**src/rtl/maxpool_stage.sv**
```systemverilog
`default_nettype none
// ============================================================================
//  Module   : maxpool_stage
//  Purpose  : 2x2 stride-2 max pooling over a raster pixel stream, half-row buffer
//  Revision : 1.0 - initial release
// ============================================================================
module maxpool_stage #(
  parameter int DATA_WIDTH = 8,
  parameter int IN_DIM     = 26
) (
  input  logic                                            clk_i,
  input  logic                                            rst_ni,
  input  logic                                            frame_clear_i,
  input  logic [DATA_WIDTH-1:0]                           pixel_i,
  input  logic                                            pixel_valid_i,
  output logic [DATA_WIDTH-1:0]                           pixel_o,
  output logic                                            pixel_valid_o,
  output logic                                            pool_done_o,
  output logic [$clog2((IN_DIM/2)*(IN_DIM/2)+1)-1:0]      out_count_o
);

  localparam int OUT_DIM   = IN_DIM / 2;
  localparam int OUT_TOTAL = OUT_DIM * OUT_DIM;
  localparam int CNT_W     = $clog2(OUT_TOTAL + 1);
  localparam int COL_W     = ($clog2(IN_DIM) < 2) ? 2 : $clog2(IN_DIM);
  localparam int IDX_W     = COL_W - 1;
  localparam int BUF_DEPTH = 1 << IDX_W;

  localparam logic [COL_W-1:0] c_col_last     = COL_W'(IN_DIM - 1);
  localparam logic [COL_W-1:0] c_row_last     = COL_W'(IN_DIM - 1);
  localparam logic [COL_W-1:0] c_row_pre_last = COL_W'(IN_DIM - 2);
  localparam logic [CNT_W-1:0] c_last_cnt     = CNT_W'(OUT_TOTAL - 1);
  localparam logic [CNT_W-1:0] c_cnt_one      = CNT_W'(1);
  localparam bit               c_odd_dim      = (IN_DIM % 2) == 1;

  typedef enum logic [1:0] {
    EVEN_ROW    = 2'd0,
    ODD_ROW     = 2'd1,
    DISCARD_ROW = 2'd2
  } state_e;

  state_e                  r_state;
  state_e                  w_state_next;
  logic [COL_W-1:0]        r_col;
  logic [COL_W-1:0]        r_row;
  logic [DATA_WIDTH-1:0]   r_pair;
  logic [DATA_WIDTH-1:0]   r_pixel;
  logic                    r_valid;
  logic                    r_done;
  logic [CNT_W-1:0]        r_out_count;
  logic [DATA_WIDTH-1:0]   r_row_buf [BUF_DEPTH];

  logic                    w_accept;
  logic                    w_odd_col;
  logic                    w_col_wrap;
  logic                    w_row_wrap;
  logic [IDX_W-1:0]        w_idx;
  logic [DATA_WIDTH-1:0]   w_hmax;
  logic [DATA_WIDTH-1:0]   w_buf_rd;
  logic [DATA_WIDTH-1:0]   w_vmax;
  logic                    w_buf_we;
  logic                    w_emit;
  logic                    w_last_out;

  assign w_accept   = pixel_valid_i & ~frame_clear_i;
  assign w_odd_col  = r_col[0];
  assign w_col_wrap = (r_col == c_col_last);
  assign w_row_wrap = (r_row == c_row_last);
  assign w_idx      = r_col[COL_W-1:1];
  assign w_hmax     = (pixel_i > r_pair) ? pixel_i : r_pair;
  assign w_buf_rd   = r_row_buf[w_idx];
  assign w_vmax     = (w_hmax > w_buf_rd) ? w_hmax : w_buf_rd;
  assign w_buf_we   = w_accept & w_odd_col & (r_state == EVEN_ROW);
  assign w_emit     = w_accept & w_odd_col & (r_state == ODD_ROW);
  assign w_last_out = (r_out_count == c_last_cnt);

  always_comb begin
    w_state_next = r_state;
    if (w_accept && w_col_wrap) begin
      case (r_state)
        EVEN_ROW:    w_state_next = ODD_ROW;
        // With an odd side length the final row has no partner and is dropped
        ODD_ROW:     w_state_next = (c_odd_dim && (r_row == c_row_pre_last)) ? DISCARD_ROW : EVEN_ROW;
        DISCARD_ROW: w_state_next = EVEN_ROW;
        default:     w_state_next = EVEN_ROW;
      endcase
    end
  end

  always_ff @(posedge clk_i or negedge rst_ni) begin
    if (!rst_ni) begin
      r_state <= EVEN_ROW;
    end else if (frame_clear_i) begin
      r_state <= EVEN_ROW;
    end else begin
      r_state <= w_state_next;
    end
  end

  always_ff @(posedge clk_i or negedge rst_ni) begin
    if (!rst_ni) begin
      r_col       <= '0;
      r_row       <= '0;
      r_pair      <= '0;
      r_pixel     <= '0;
      r_valid     <= 1'b0;
      r_done      <= 1'b0;
      r_out_count <= '0;
    end else if (frame_clear_i) begin
      r_col       <= '0;
      r_row       <= '0;
      r_pair      <= '0;
      r_pixel     <= '0;
      r_valid     <= 1'b0;
      r_done      <= 1'b0;
      r_out_count <= '0;
    end else begin
      r_valid <= w_emit;
      r_done  <= w_emit & w_last_out;
      if (w_emit) begin
        r_pixel <= w_vmax;
      end
      // The count holds the frame total for exactly the done cycle
      if (r_done) begin
        r_out_count <= w_emit ? c_cnt_one : '0;
      end else if (w_emit) begin
        r_out_count <= r_out_count + c_cnt_one;
      end
      if (w_accept) begin
        if (!w_odd_col) begin
          r_pair <= pixel_i;
        end
        if (w_col_wrap) begin
          r_col <= '0;
          r_row <= w_row_wrap ? '0 : r_row + 1'b1;
        end else begin
          r_col <= r_col + 1'b1;
        end
      end
    end
  end

  always_ff @(posedge clk_i) begin
    if (w_buf_we) begin
      r_row_buf[w_idx] <= w_hmax;
    end
  end

  assign pixel_o       = r_pixel;
  assign pixel_valid_o = r_valid;
  assign pool_done_o   = r_done;
  assign out_count_o   = r_out_count;

endmodule
`default_nettype wire
```
**config.mk**
```make
export PLATFORM = sky130hd
export DESIGN_NAME = maxpool_stage
export DESIGN_NICKNAME = d
export VERILOG_FILES = /design/src/rtl/maxpool_stage.sv
export SDC_FILE = /design/constraint.sdc
export NUM_CORES = 1
export LEC_CHECK = 0
export CAP_MARGIN = 20
export CORE_ASPECT_RATIO = 0.9
export CORE_UTILIZATION = 54
export CTS_BUF_LIST = sky130_fd_sc_hd__clkbuf_4 sky130_fd_sc_hd__clkbuf_8 sky130_fd_sc_hd__clkbuf_16
export DETAILED_ROUTE_END_ITERATION = 12
export PLACE_DENSITY = 0.76
export SYNTH_ARGS = -nofsm -noshare
export SYNTH_HDL_FRONTEND = slang
export SYNTH_SLANG_ARGS = --single-unit
export TNS_END_PERCENT = 100
```
**constraint.sdc**
```tcl
create_clock -name clk_i -period 3.2 [get_ports clk_i]
set_input_delay 0.48 -clock clk_i [delete_from_list [all_inputs] [get_ports clk_i]]
set_output_delay 0.48 -clock clk_i [all_outputs]
set_load 0.03 [all_outputs]
```
# Word level (Yosys, flattened, before mapping)
# Memories as Yosys holds them, arrays and structs flattened.
# Cells that the tools add are included.
dict set report op_classes {
  add_sub_neg 2
  mul 0
  div_mod_pow 0
  order_cmp 2
  n_eq_ne 4
  shift 0
  mux 21
  bitwise 6
  reduce_logical 7
}
# cell count
set ops {}
lappend ops {{$mux 8} 10}
lappend ops {{$gt 8x8->1} 2}
lappend ops {{$mux 5} 3}
lappend ops {{$add 8x1->8 const B} 1}
lappend ops {{$eq 8x8->1 const B} 1}
lappend ops {{$mux 1} 6}
lappend ops {{$reduce_bool 2->1} 3}
lappend ops {{$add 5x1->5 const B} 1}
lappend ops {{$and 1x1->1} 5}
lappend ops {{$eq 5x5->1 const B} 1}
lappend ops {{$mux 2} 2}
lappend ops {{$reduce_bool 3->1} 1}
lappend ops {{$eq 2x1->1 const B} 1}
lappend ops {{$logic_not 2->1} 1}
lappend ops {{$ne 2x2->1 const B} 1}
lappend ops {{$reduce_and 2->1} 1}
lappend ops {{$logic_and 1x1->1} 1}
lappend ops {{$not 1->1} 1}
dict set report word_totals {
  reg_bits 33
  latchBits 0
  ram_bits 128
  rom_bits 0
  inputBits 12
  out_inout_bits 18
  wordCells 50
  mem_count 1
}
# memory words word_bits read_ports rd_ports_with_merged_regs write_ports line
set mem_list {}
lappend mem_list {r_row_buf 16 8 1 0 1 51} ;# logic [DATA_WIDTH-1:0] r_row_buf [BUF_DEPTH];

# Longest topological paths before layout
dict set report depth {
  word_depth 7
  mapped_depth 15
  depth_no_buf 15
}

# Worst setup path after synthesis
# Ideal clock, no wire load.
dict set report synth_timing {
  path_type {input-to-reg}
  from {input port pixel_i[1]}
  to {register r_pixel[0] (netlist: pixel_o[0])}
  setup_time_ps 155
  arrival_time_ps 3122
  required_time_ps 3045
  slack_ps -77
  stages 13
  path_buffers 0
  cell_sequence {ha_1 > nor2b_1 > o211ai_1 > a21oi_1 > o22ai_4 > mux2i_1 > inv_1 > ha_1 > nor2b_1 > o211ai_1 > a21oi_1 > o311ai_2 > o221ai_1}
}
dict set report synth_via {
  elab_chain_len 6
}
# item line
set synth_lines {}
lappend synth_lines {{start, declared} 14} ;# input logic [DATA_WIDTH-1:0] pixel_i,
lappend synth_lines {{$gt 8x8->1} 70} ;# assign w_hmax = (pixel_i > r_pair) ? pixel_i : r_pair;
lappend synth_lines {{$mux 8 *} 70}
lappend synth_lines {{named net w_hmax[1]} 58} ;# logic [DATA_WIDTH-1:0] w_hmax;
lappend synth_lines {{$gt 8x8->1 *} 72} ;# assign w_vmax = (w_hmax > w_buf_rd) ? w_hmax : w_buf_rd;
lappend synth_lines {{$mux 8 *} 72}
lappend synth_lines {{$mux 8 *} 120} ;# if (w_emit) begin
lappend synth_lines {{$mux 8 *} 109} ;# end else if (frame_clear_i) begin
lappend synth_lines {{end signal, assigned} 121} ;# r_pixel <= w_vmax;
lappend synth_lines {{end, declared} 47} ;# logic [DATA_WIDTH-1:0] r_pixel;
# The timed path passes the listed nets; every way through them passes the cells marked *. The select of a mux whose other input is x is not followed.
# A chain may end at the register's enable or synchronous reset.

# Worst setup path in the final report
dict set report layout_timing {
  from {register r_pair[6]}
  to {register r_pixel[4] (netlist: pixel_o[4])}
}
dict set report layout_via {
  elab_chain_len 6
}
# item line
set layout_lines {}
lappend layout_lines {{start, declared} 46} ;# logic [DATA_WIDTH-1:0] r_pair;
lappend layout_lines {{start signal, assigned} 131} ;# r_pair <= pixel_i;
lappend layout_lines {{$gt 8x8->1 *} 70}
lappend layout_lines {{$mux 8 *} 70}
lappend layout_lines {{named net w_hmax[4]} 58}
lappend layout_lines {{$gt 8x8->1} 72}
lappend layout_lines {{$mux 8 *} 72}
lappend layout_lines {{$mux 8 *} 120}
lappend layout_lines {{$mux 8 *} 109}
# Marked as above.

==> results.md <==
* Crit path required time at 3530 ps
* Initial core utilization at 56.5%
* Vias/cell at 6.03
* # H-tree levels at 4
* DIE HEIGHT at 110 µm
* Tightest Pin Transition at 610 ps
* Final worst slack at -234 ps
* Critical path class: reg -> reg
* CP max FO at 8
* Met2 usage at 37.7%
* Reg2Reg Depth at 15
* Vias in the first global route at 4,202
* Post-synth EDFFs at 128
* Final #Nets at 562
* Count leader, synth: edfxtp_1
* Endpoints failing setup at 8
* Met1 Use GR at 32.6%
* Syn Std Cell Area at 6960 µm²
* Vias at 4,238
* Routed length per instance at 21.9 µm
* Worst EP arrival at 3760 ps
* Hold crit path type: in -> async
* Gp weighted congestion at 0.789
* Initial antenna violation count at 0
* Register bit total from synthesis at 160
* Num CTS Buffers at 17
* Top cell type's share of synthesized area at 55.2%
* Period Utilization, post-route at 107%
* Clk_lat worst skew at 430 ps
* Max frequency at 291 MHz
* First-pass GRT wire length at 22.7 mm
* Hpwl dp at 9.37 mm
* Failing checks: negative setup slack
* Die X at 122 µm
* Yosys warning total at 0
* CTS Buffer Depth at 2
* Grt ovf at 0
* Port buffer count at 29
* Startpoint types: flip-flop
* I/O pin count at 30
* Pwr/cell area at 541 nW/µm²
* Max-slew headroom at 59.2%
* Largest delay contributor family on the critical path: simple AND/OR/NAND/NOR gates
* Fin. Hold Viols at 0
* Peak supply drop at 0.579 mV
* Post-synth cell types at 41
* Layout cell share with drive strength beyond 1 at 31.1%
* DRT Wirelength at 15.4 mm
* Met3 global-route usage at 5.39%
* CTS clk-pin slew, worst paths at 60 ps
* Highest-delay cell along the critical path: dfrtp_1
* Post-Syn Area per Cell at 15.8 µm²
* Full die area at 13,400 µm²
* Slew Limit Fails at 0
* GRT Max-Usage Layer: met2
* CTS Sinks at 160
* DP Area at 7730 µm²
* Design area at 8710 µm²
* Syn-to-layout area delta at 25.2%
* Clock skew at 19.6 ps
* Stages on worst setup path at 15
* Worst Setup End Kind: flip-flop
* CP bufs+invs at 4
* Tot GR Track Use at 24.2%
* Remaining antenna violation count at 0
* CTS tree: yes
* Largest net degree at the start of global routing at 42
* Synth Flop Type: edfxtp_1
* Placeable Area at 12,300 µm²
* RSZ-0062 raised after global routing: yes
* DR iter-0 viols at 370
* Max-cap violation count at 0
* Status: complete, but fails checks
* Root Buffer Master: clkbuf_16
* Sequential area share after synthesis at 66.7%
* Leak at 3.10 nW
* Synth area leader: edfxtp_1
* CP Cell Sequence: inv_1, ha_1, nand4_1, a21oi_2, o22ai_4, buf_6, buf_8, mux2i_4, inv_2, ha_2, nand4_1, or2_4, o31ai_2, nand2_2, o221ai_1
* CP max stage delay at 360 ps
* Post-Synthesis Cells at 440
* Hold-fix buffers, CTS at 0
* First drt pass iteration count at 5
* Placement row count at 38
* Period minus WS final at 3430 ps
* Top cells by count, synth: 128 x edfxtp_1, 49 x nor2_1, 32 x dfrtp_1
* DRC Markers at 0
* Synth Net Count at 472
* Async SR Flop Fraction at 20.0%
* Fillers at 722
* Diode count at 0
* Most used cell, CP: nand4_1
* Synth top area cells: edfxtp_1 55%, dfrtp_1 12%, mux4_2 7.1%
* Worst hold slack at 460 ps
==> final timing paths <==
kind / from / end / slack [ps]
min in group clk_i: pixel_o[5]$_DFFE_PN0P_ / pixel_o[5]$_DFFE_PN0P_ / 520
hold reg to reg: pixel_o[5]$_DFFE_PN0P_ / pixel_o[5]$_DFFE_PN0P_ / 520
setup reg to reg: r_pair[6]$_DFFE_PN0P_ / pixel_o[4]$_DFFE_PN0P_ / -230
setup / recovery: r_pair[6]$_DFFE_PN0P_ / pixel_o[4]$_DFFE_PN0P_ / -230
hold / removal: rst_ni / r_pair[4]$_DFFE_PN0P_ / 460
max in group asynchronous: rst_ni / r_col[1]$_DFFE_PN0P_ / 2410
==> report_power, final <==
group | switching, mW | internal (mW) | total [mW]
Combinational | 0.263 | 0.225 | 0.488
Sequential | 0.0125 | 2.30 | 2.31
Clock | 0.768 | 1.15 | 1.92
Total | 1.04 | 3.67 | 4.72
==> flip-flops by register name, indices dropped and copies added (netlist names) <==
register,count
r_row_buf,128
r_state,1
pixel_o,8
r_col,5
pixel_valid_o,1
pool_done_o,1
r_pair,8
out_count_o,8
==> layout make-up <==
cell class | instances | area (µm²) | area share [%]
inverters | 20 | 75.1 | 0.861
clock buffers | 19 | 440 | 5.05
repair buffers | 92 | 817 | 9.38
flip-flops and latches | 160 | 4650 | 53.3
well taps | 160 | 200 | 2.30
multi-input cells | 239 | 2420 | 27.7
clock inverters | 13 | 119 | 1.36
==> placed cells by master (no fill, tap or decap), types with 5 or more instances in the layout <==
| cell | instances |
|---|---|
| o221ai_2 | 5 |
| inv_1 | 13 |
| nor2_2 | 8 |
| mux4_2 | 22 |
| ha_4 | 8 |
| clkdlybuf4s50_1 | 24 |
| clkbuf_16 | 17 |
| a22o_1 | 14 |
| ha_1 | 9 |
| a21oi_2 | 5 |
| a21oi_1 | 10 |
| mux2i_4 | 8 |
| nand3_1 | 5 |
| dlygate4sd2_1 | 5 |
| nor2_1 | 48 |
| nand2_1 | 26 |
| nand4_1 | 7 |
| inv_2 | 7 |
| edfxtp_1 | 128 |
| dfrtp_1 | 31 |
| buf_4 | 55 |
| mux4_1 | 10 |
==> routing by layer <==
metal | up-vias | wire, µm | share of wire (%)
met5 | - | 0 | 0
met4 | 0 | 375 | 2.4
met3 | 31 | 978 | 6.3
met2 | 143 | 7780 | 50
met1 | 2178 | 6290 | 41
li1 | 1886 | - | -
==> stage by stage <==
stage                     setup TNS [ps]  worst slack [ps]  power, mW  util, %  std cells
final                              -1670              -234       4.72     70.8        703
after CTS                              0              8.15       4.65     68.7        693
after floorplan                        0              6.92       2.57        -        440
after detailed placement           -5200              -687       2.71     62.8        654
after global routing               -2060              -285       4.85     70.8        703
after global placement             -4180              -525       2.69     62.8        654
==> cell families (layout without fill, tap and decap cells) <==
logic type      count (synthesis)  after routing  synth area share, %
buf+inv                        41            144                 3.00
xor+xnor                        8              8                 1.01
mux                            42             42                 12.3
flops                         160            160                 66.7
fa+ha+maj                      20             20                 3.59
simple gates                  117            117                 7.89
compound gates                 52             52                 5.48
==> worst register-to-register path: stages (launching register included) <==
cell,delay [ps]
dfrtp_1,360
inv_1,70
ha_1,300
nand4_1,300
a21oi_2,320
o22ai_4,150
buf_6,150
buf_8,130
mux2i_4,190
inv_2,70
ha_2,310
nand4_1,140
or2_4,280
o31ai_2,70
nand2_2,220
o221ai_1,270
==> timing repair <==
| item | 4_1_cts | 5_1_grt |
|---|---|---|
| gates resized for setup | 29 | 34 |
| setup endpoints to repair | 8 | 8 |
| hold endpoints to repair | 0 | 0 |
| pin swaps | 13 | 8 |
| setup buffers | 7 | 10 |
Note: power is estimated with default switching activity, not from simulation.
